--- src/rtl/data_ram_hs.sv ---
// Handshaked data RAM for the memory stage: one request in flight,
// programmable wait states, sub-word access and misalignment detection.
module data_ram_hs #(
    parameter int DATA_W   = 32,
    parameter int ADDR_W   = 7,
    parameter int WAIT_CYC = 1
) (
    input  logic                                  clk,
    input  logic                                  rst,
    input  logic                                  req_valid,
    output logic                                  req_ready,
    input  logic                                  req_wr,
    input  logic [1:0]                            req_size,
    input  logic                                  req_sign,
    input  logic [ADDR_W-1:0]                     req_addr,
    input  logic [DATA_W-1:0]                     req_wdata,
    output logic                                  rsp_valid,
    input  logic                                  rsp_ready,
    output logic [DATA_W-1:0]                     rsp_rdata,
    output logic                                  rsp_err,
    input  logic [ADDR_W-$clog2(DATA_W/8)-1:0]    test_addr,
    output logic [DATA_W-1:0]                     test_data
);

    localparam int BYTES   = DATA_W / 8;
    localparam int OFF_W   = $clog2(BYTES);
    localparam int IDX_W   = ADDR_W - OFF_W;
    localparam int DEPTH   = 1 << IDX_W;
    localparam int SH_W    = OFF_W + 3;
    localparam bit NO_WAIT = (WAIT_CYC == 0);

    typedef enum logic [1:0] {
        IDLE,
        WAIT,
        RESP
    } state_t;

    state_t              state_q, state_d;
    logic [3:0]          cnt_q, cnt_d;
    logic                accept, fire;

    logic                wr_q, sign_q;
    logic [1:0]          size_q;
    logic [ADDR_W-1:0]   addr_q;
    logic [DATA_W-1:0]   wdata_q;

    logic [DATA_W-1:0]   mem [DEPTH];
    logic [DATA_W-1:0]   rdata_q;
    logic                err_q;

    logic                op_wr, op_sign, op_err;
    logic [1:0]          op_size;
    logic [ADDR_W-1:0]   op_addr;
    logic [DATA_W-1:0]   op_wdata;
    logic [OFF_W-1:0]    op_off;
    logic [IDX_W-1:0]    op_idx;
    logic [SH_W-1:0]     sh;

    logic [BYTES-1:0]    be_base, be;
    logic [DATA_W-1:0]   wsh, rd_word, shifted, keep, ld_data;
    logic                msb;

    // With no wait states the access fires on the accepting edge, so the
    // live request fields are used; otherwise the latched copy is used.
    assign op_wr    = (state_q == IDLE) ? req_wr    : wr_q;
    assign op_sign  = (state_q == IDLE) ? req_sign  : sign_q;
    assign op_size  = (state_q == IDLE) ? req_size  : size_q;
    assign op_addr  = (state_q == IDLE) ? req_addr  : addr_q;
    assign op_wdata = (state_q == IDLE) ? req_wdata : wdata_q;

    assign op_off = op_addr[OFF_W-1:0];
    assign op_idx = op_addr[ADDR_W-1:OFF_W];
    assign sh     = {op_off, 3'b000};

    // Alignment check; dword only exists on the 64-bit build.
    always_comb begin
        op_err = 1'b0;
        case (op_size)
            2'd0:    op_err = 1'b0;
            2'd1:    op_err = op_addr[0];
            2'd2:    op_err = |op_addr[1:0];
            default: op_err = (DATA_W != 64) || (|op_addr[2:0]);
        endcase
    end

    // Per-size lane mask, field mask and sign bit of the loaded field.
    always_comb begin
        be_base = '0;
        keep    = '0;
        msb     = 1'b0;
        case (op_size)
            2'd0: begin
                be_base = BYTES'(1);
                keep    = DATA_W'(8'hFF);
                msb     = shifted[7];
            end
            2'd1: begin
                be_base = BYTES'(3);
                keep    = DATA_W'(16'hFFFF);
                msb     = shifted[15];
            end
            2'd2: begin
                be_base = BYTES'(4'hF);
                keep    = DATA_W'(32'hFFFF_FFFF);
                msb     = shifted[31];
            end
            default: begin
                be_base = '1;
                keep    = '1;
                msb     = 1'b0;
            end
        endcase
    end

    assign be      = be_base << op_off;
    assign wsh     = op_wdata << sh;
    assign rd_word = mem[op_idx];
    assign shifted = rd_word >> sh;
    assign ld_data = (shifted & keep) | ((op_sign && msb) ? ~keep : '0);

    // State and wait counter register.
    always_ff @(posedge clk) begin
        if (rst) begin
            state_q <= IDLE;
            cnt_q   <= 4'd0;
        end else begin
            state_q <= state_d;
            cnt_q   <= cnt_d;
        end
    end

    // Next state, handshake outputs and the edge that performs the access.
    always_comb begin
        state_d   = state_q;
        cnt_d     = cnt_q;
        req_ready = 1'b0;
        rsp_valid = 1'b0;
        accept    = 1'b0;
        fire      = 1'b0;
        case (state_q)
            IDLE: begin
                req_ready = 1'b1;
                if (req_valid) begin
                    accept = 1'b1;
                    if (NO_WAIT) begin
                        state_d = RESP;
                        fire    = 1'b1;
                    end else begin
                        state_d = WAIT;
                        cnt_d   = 4'(WAIT_CYC);
                    end
                end
            end
            WAIT: begin
                cnt_d = cnt_q - 4'd1;
                if (cnt_q == 4'd1) begin
                    state_d = RESP;
                    fire    = 1'b1;
                end
            end
            RESP: begin
                rsp_valid = 1'b1;
                if (rsp_ready) state_d = IDLE;
            end
            default: state_d = IDLE;
        endcase
    end

    // Capture the request fields when it is accepted.
    always_ff @(posedge clk) begin
        if (!rst && accept) begin
            wr_q    <= req_wr;
            sign_q  <= req_sign;
            size_q  <= req_size;
            addr_q  <= req_addr;
            wdata_q <= req_wdata;
        end
    end

    // Response register, loaded on the edge entering RESP.
    always_ff @(posedge clk) begin
        if (rst) begin
            rdata_q <= '0;
            err_q   <= 1'b0;
        end else if (fire) begin
            err_q   <= op_err;
            rdata_q <= (op_err || op_wr) ? '0 : ld_data;
        end
    end

    // Byte-lane store; contents survive reset.
    always_ff @(posedge clk) begin
        if (!rst && fire && op_wr && !op_err) begin
            for (int b = 0; b < BYTES; b++) begin
                if (be[b]) mem[op_idx][b*8 +: 8] <= wsh[b*8 +: 8];
            end
        end
    end

    assign rsp_rdata = rdata_q;
    assign rsp_err   = err_q;
    assign test_data = mem[test_addr];

endmodule

--- config.mk ---
export PLATFORM = sky130hd
export DESIGN_NAME = data_ram_hs
export DESIGN_NICKNAME = d
export VERILOG_FILES = /design/src/rtl/data_ram_hs.sv
export SDC_FILE = /design/constraint.sdc
export NUM_CORES = 1
export LEC_CHECK = 0
export CORE_UTILIZATION = 35
export CTS_BUF_LIST = sky130_fd_sc_hd__clkbuf_2
export DETAILED_ROUTE_END_ITERATION = 16
export SLEW_MARGIN = 25
export SYNTH_ARGS = -nofsm -noshare
export SYNTH_HDL_FRONTEND = slang
export SYNTH_SLANG_ARGS = --single-unit
--- constraint.sdc ---
create_clock -name clk -period 6.05 [get_ports clk]
set_input_delay 0.9075 -clock clk [delete_from_list [all_inputs] [get_ports clk]]
set_output_delay 0.9075 -clock clk [all_outputs]
set_load 0.01 [all_outputs]
Yosys cells after proc, flatten, opt, wreduce, memory -nomap -nowiden
Memories as Yosys holds them, arrays and structs flattened.
Index checks and enable logic that the tools add are counted.
{"block": "totals", "elab_cells": 74, "register_bits": 82, "romBits": 0, "inputBits": 52, "latchBits": 0, "out_inout_bits": 67, "memories": 1, "mem_bits_rw": 1024}
{"name": "mem", "depth": 32, "width": 32, "read_ports": 2, "rd_ports_with_merged_regs": 0, "write_ports": 1, "line": "47", "text": "logic [DATA_W-1:0] mem [DEPTH];"}
{"block": "op_classes", "order_cmp": 0, "n_mux": 35, "n_mul": 0, "bitwise_logic": 3, "add_sub_neg": 1, "n_div": 0, "shift": 3, "n_eq_ne": 8, "n_reduce_logical": 14}
{"operator": "$mux 32", "count": 3}
{"operator": "$pmux 32 s2", "count": 1}
{"operator": "$and 32x32->32", "count": 1}
{"operator": "$not 32->32", "count": 1}
{"operator": "$or 32x32->32", "count": 1}
{"operator": "$shl 32x5->32", "count": 1}
{"operator": "$shr 32x5->32", "count": 1}
{"operator": "$mux 1", "count": 20}
{"operator": "$pmux 4 s2", "count": 2}
{"operator": "$mux 2", "count": 4}
{"operator": "$mux 7", "count": 1}
{"operator": "$ne 2x2->1 const B", "count": 3}
{"operator": "$pmux 1 s3", "count": 2}
{"operator": "$pmux 2 s3", "count": 1}
{"operator": "$logic_and 1x1->1", "count": 5}
{"operator": "$eq 2x1->1 const B", "count": 2}
{"operator": "$eq 2x2->1 const B", "count": 2}
{"operator": "$eq 4x1->1 const B", "count": 1}
{"operator": "$logic_not 2->1", "count": 2}
{"operator": "$mux 4", "count": 1}
{"operator": "$shl 4x2->4", "count": 1}
{"operator": "$sub 4x1->4 const B", "count": 1}
{"operator": "$reduce_and 3->1", "count": 1}
{"operator": "$logic_not 1->1", "count": 2}
{"operator": "4 further kinds", "count": 4}

Logic depth before layout (Yosys ltp)
Gate-level depths: netlist (run 1).
An unclocked memory read counts as a cell.
{"block": "logic_depth", "ltp_word": 9, "mapped_depth": 14, "depth_no_buf": 10}

Least setup slack after synthesis (run 1)
No wires, ideal clock.
{"block": "synth_timing", "kind": "in2reg", "startpoint": "input port rst", "endpoint": "register addr_q[0], enable pin", "arrival_time_ns": 4.462, "required_time_ns": 5.544, "path_buffers": 2, "path_stages": 3, "setup_slack_ns": 1.082, "setup_time_ns": 0.506, "cell_sequence": "clkbuf_1 > clkbuf_1 > nor3b_1"}
{"block": "synth_between", "elab_chain_len": 2}
{"item": "start, declared", "line": "9", "text": "input logic rst,"}
{"item": "$logic_not 1->1", "line": "171", "text": "if (!rst && accept) begin"}
{"item": "$logic_and 1x1->1", "line": "171"}
{"item": "end signal, assigned", "line": "175", "text": "addr_q <= req_addr;"}
{"item": "end, declared", "line": "44", "text": "logic [ADDR_W-1:0] addr_q;"}
Every way passes these cells.
A chain may end at the register's enable or synchronous reset.

Worst setup path in the final report (run 1)
{"block": "layout_timing", "startpoint": "register state_q[0]", "endpoint": "memory mem[24][27], enable pin"}
{"block": "layout_between", "elab_chain_len": 8, "word_cells_on_any_way": 20, "classes_between": "eq/ne (3); shift (1); mux (9); reduce/logical (7)"}
{"item": "start, declared", "line": "38", "text": "state_t state_q, state_d;"}
{"item": "start signal, assigned", "line": "127", "text": "state_q <= state_d;"}
{"item": "$logic_not 2->1", "line": "65, 67, 68"}
{"item": "$mux 2 / $mux 7 (equally long branches)", "line": "67, 68"}
{"item": "$eq 2x1->1 (tied with other cells)", "line": "78, 91"}
{"item": "$pmux 4 s2 / $pmux 1 s3 (equally long branches)", "line": "91, 78"}
{"item": "$shl 4x2->4 / $logic_not 1->1 (equally long branches)", "line": "115, 193"}
{"item": "$mux 1 / $logic_and 1x1->1 (equally long branches)", "line": "195, 193"}
{"item": "$mux 1", "line": "193", "text": "if (!rst && fire && op_wr && !op_err) begin"}
{"item": "$mux 1 (not written as such)", "line": "195", "text": "if (be[b]) mem[op_idx][b*8 +: 8] <= wsh[b*8 +: 8];"}
{"item": "end, declared", "line": "47"}
Several ways; a longest one is shown, not always the timed one.

==> qor.yml, run 1 <==
synthFlopType: "edfxtp_1"
postRouteAntennaNets: 0
cp-end-kind: "register"
grtUsageMet3: 0.0709
relSlewSlack: 0.237
postSynthAreaPerCell_um2: 15.5
yosys-top-cells-count: "edfxtp_1 (1067), o22ai_1 (520), mux4_2 (320), o21ai_0 (275), nor2_1 (195)"
rows: 138
leakage_uw: 0.0186
area_delta_synth_final_pct: 14.6
synth_top_area_frac: 0.639
nNetsFinal: 3690
place_hpwl_um: 111000
synth_most_common_cell: "edfxtp_1"
drive_above_1_share: 0.281
worst_pin_slew_ns: 1.14
drc: 0
dp.cells: 5182
power.density_nw_per_um2: 284
clock_path_buffers: 4
path_class: "reg2reg"
grt_max_degree: 86
timing.final.crit_share: 0.860
die_area_um2: 145000
drt-initial-drc-count: 4954
netlist_area_um2: 50200
grt_use_met1: 0.315
fin_cells: 5710
max_freq_mhz: 192
arrival_ns: 6.28
required_ns: 7.13
track_usage: 0.232
ioPinCount: 119
use_met2: 0.345
grt_pass1_wl_um: 244000
synthArstFlopShare: 0
floorplan.initialDensity: 0.354
finalSetupViolations: 0
peakVddDrop_v: 0.000210
core_region_area_um2: 142000
drt-total-wl_um: 171000
yosys-top-cells-area: "edfxtp_1 (64%), mux4_2 (14%), o22ai_1 (6.5%)"
htree_levels: 5
vias_per_cell: 6.12
numCtsBuffers: 299
syn_inst: 3239
drt-pass1-iter-count: 6
first_global_vias: 34500
cts_tree: "yes"
maxCapViolations: 0
skew_ns: 0.180
fill_cells: 13200
overflow: 0
place_ws_ns: 1.08
die_width_um: 381
hold_viol_final: 0
ys.warnings.count: 0
die_h_um: 381
worstSetupStartpointType: "register"
yosysTopAreaCell: "edfxtp_1"
status: "finished, final reports clean"
antenna_found_initial: 8
via_count: 35000
clock-root-buffer: "clkbuf_2"
hold_path.class: "in2reg"
fin_ws_ns: 0.844
synth_edf_count: 1067
holdWs_ns: 0.245
rsz0062_at_grt: "no"
fin_crit_ns: 5.21
slew_viol_final: 0
ys_seq_elements: 1106
synthesis.nets: 3293
worst-path-max-fanout: 28
synth_seq_area_share: 0.654
post_cts_resized: 0
routedWlPerCell_um: 30.0
portBuffers: 118
synth.distinct_cells: 56
top_usage_layer: "met2"
insertion_delay_ns: 1.57
tns_ns: 0
post_cts_buffers: 0
place_congestion: 0.899
cts.clk_slew.worst_paths_ns: 0.11
cts_num_sinks: 1106
-- state kept, by name (all words and copies together) (netlist names) --
signal	cells
wr_q	1
state_q	2
addr_q	7
mem	1024
wdata_q	32
rsp_err	1
cnt_q	4
sign_q	1
rsp_rdata	32
size_q	2
-- placed cells by master, fill, tap and decap left out, types with 17 or more instances in the layout --
| cell | count |
|---|---|
| edfxtp_1 | 1067 |
| o22ai_1 | 512 |
| clkbuf_2 | 404 |
| mux4_2 | 320 |
| o21ai_0 | 267 |
| buf_4 | 192 |
| nor2_1 | 178 |
| nand2_1 | 170 |
| clkdlybuf4s50_1 | 113 |
| clkinv_1 | 52 |
| mux2_2 | 49 |
| dlygate4sd3_1 | 43 |
| nor3_1 | 39 |
| dfxtp_1 | 39 |
| mux2i_1 | 35 |
| nand4_1 | 35 |
| o21ai_1 | 20 |
| buf_12 | 20 |
| nor4_1 | 19 |
| nand3_1 | 17 |
| a211oi_1 | 17 |
-- metal layers --
| metal | wire length (um) | vias up |
|---|---|---|
| li1 | - | 14500 |
| met1 | 66300 | 17700 |
| met2 | 77000 | 2476 |
| met3 | 21700 | 318 |
| met4 | 6040 | 2 |
| met5 | 7 | - |
-- worst max-delay path: stages (launching register included) --
cell,delay [ns]
dfxtp_1,0.58
or2_2,0.67
inv_2,0.39
nand2_1,0.17
nand2_1,0.26
a21oi_1,0.32
o21bai_1,0.12
nor3_1,0.61
o21ai_2,0.41
buf_4,0.32
nor2_1,0.83
-- final timing paths --
path / slack (ns) / startpoint / cells past startpoint / end
setup / recovery: 0.84 / state_q[0] / 10 / mem[24][27]
hold / removal: 0.24 / rst / 3 / cnt_q[1]
setup reg to reg: 0.84 / state_q[0] / 10 / mem[24][27]
hold reg to reg: 0.51 / rsp_rdata[14] / 2 / rsp_rdata[14]
-- layout make-up --
class                      instances  area (um^2)  share of cell area
sequential                      1106        32800               0.571
multi-input combinational       1852        16400               0.285
timing repair buffer             371         3440              0.0598
tap                             1890         2360              0.0411
clock buffer                     404         2020              0.0352
clock inverter                    77          444             0.00772
inverter                           6         22.5            0.000392
antenna                            4         10.0            0.000174
-- power by group --
part / switching [uW] / internal (uW) / total, uW
combinational: 1750 / 825 / 2580
clock: 3050 / 2000 / 5050
sequential: 20.9 / 8670 / 8690
total: 4820 / 11500 / 16300
-- cell families (layout without fill, tap and decap cells) --
kind of cell | Yosys count | count (layout) | share of synthesized area
other | 0 | 4 | 0
adders and majority gates | 2 | 2 | 0.000499
and+or+nand+nor | 534 | 534 | 0.0478
muxes | 411 | 411 | 0.164
buffers and inverters | 281 | 858 | 0.0261
AOI/OAI and AO/OA | 905 | 905 | 0.108
DFF | 1106 | 1106 | 0.654
-- what timing repair did --
| item | 4_1_cts | 5_1_grt |
|---|---|---|
| endpoints found under the setup margin | 0 | 0 |
| hold buffers | 43 | 0 |
| hold endpoints to repair | 43 | 0 |
-- stage by stage --
step	cell area (um^2)	total power, uW	utilization
6_report	57500	16300	0.405
5_1_grt	57500	16900	0.405
4_1_cts	57500	16400	0.405
3_5_place_dp	54600	11400	0.385
3_3_place_gp	54500	11300	0.384
2_1_floorplan	50200	10300	-
No activity file was read; power rests on OpenSTA's default activity.
==> run 2: changes to the inputs <==
--- a/config.mk
+++ b/config.mk
@@ -5,6 +5,7 @@
 export SDC_FILE = /design/constraint.sdc
 export NUM_CORES = 1
 export LEC_CHECK = 0
+export CAP_MARGIN = 10
 export CORE_UTILIZATION = 35
 export CTS_BUF_LIST = sky130_fd_sc_hd__clkbuf_2
 export DETAILED_ROUTE_END_ITERATION = 16
==> results of run 2 <==
Final layout, timing and power as in run 1 (identical DEF).
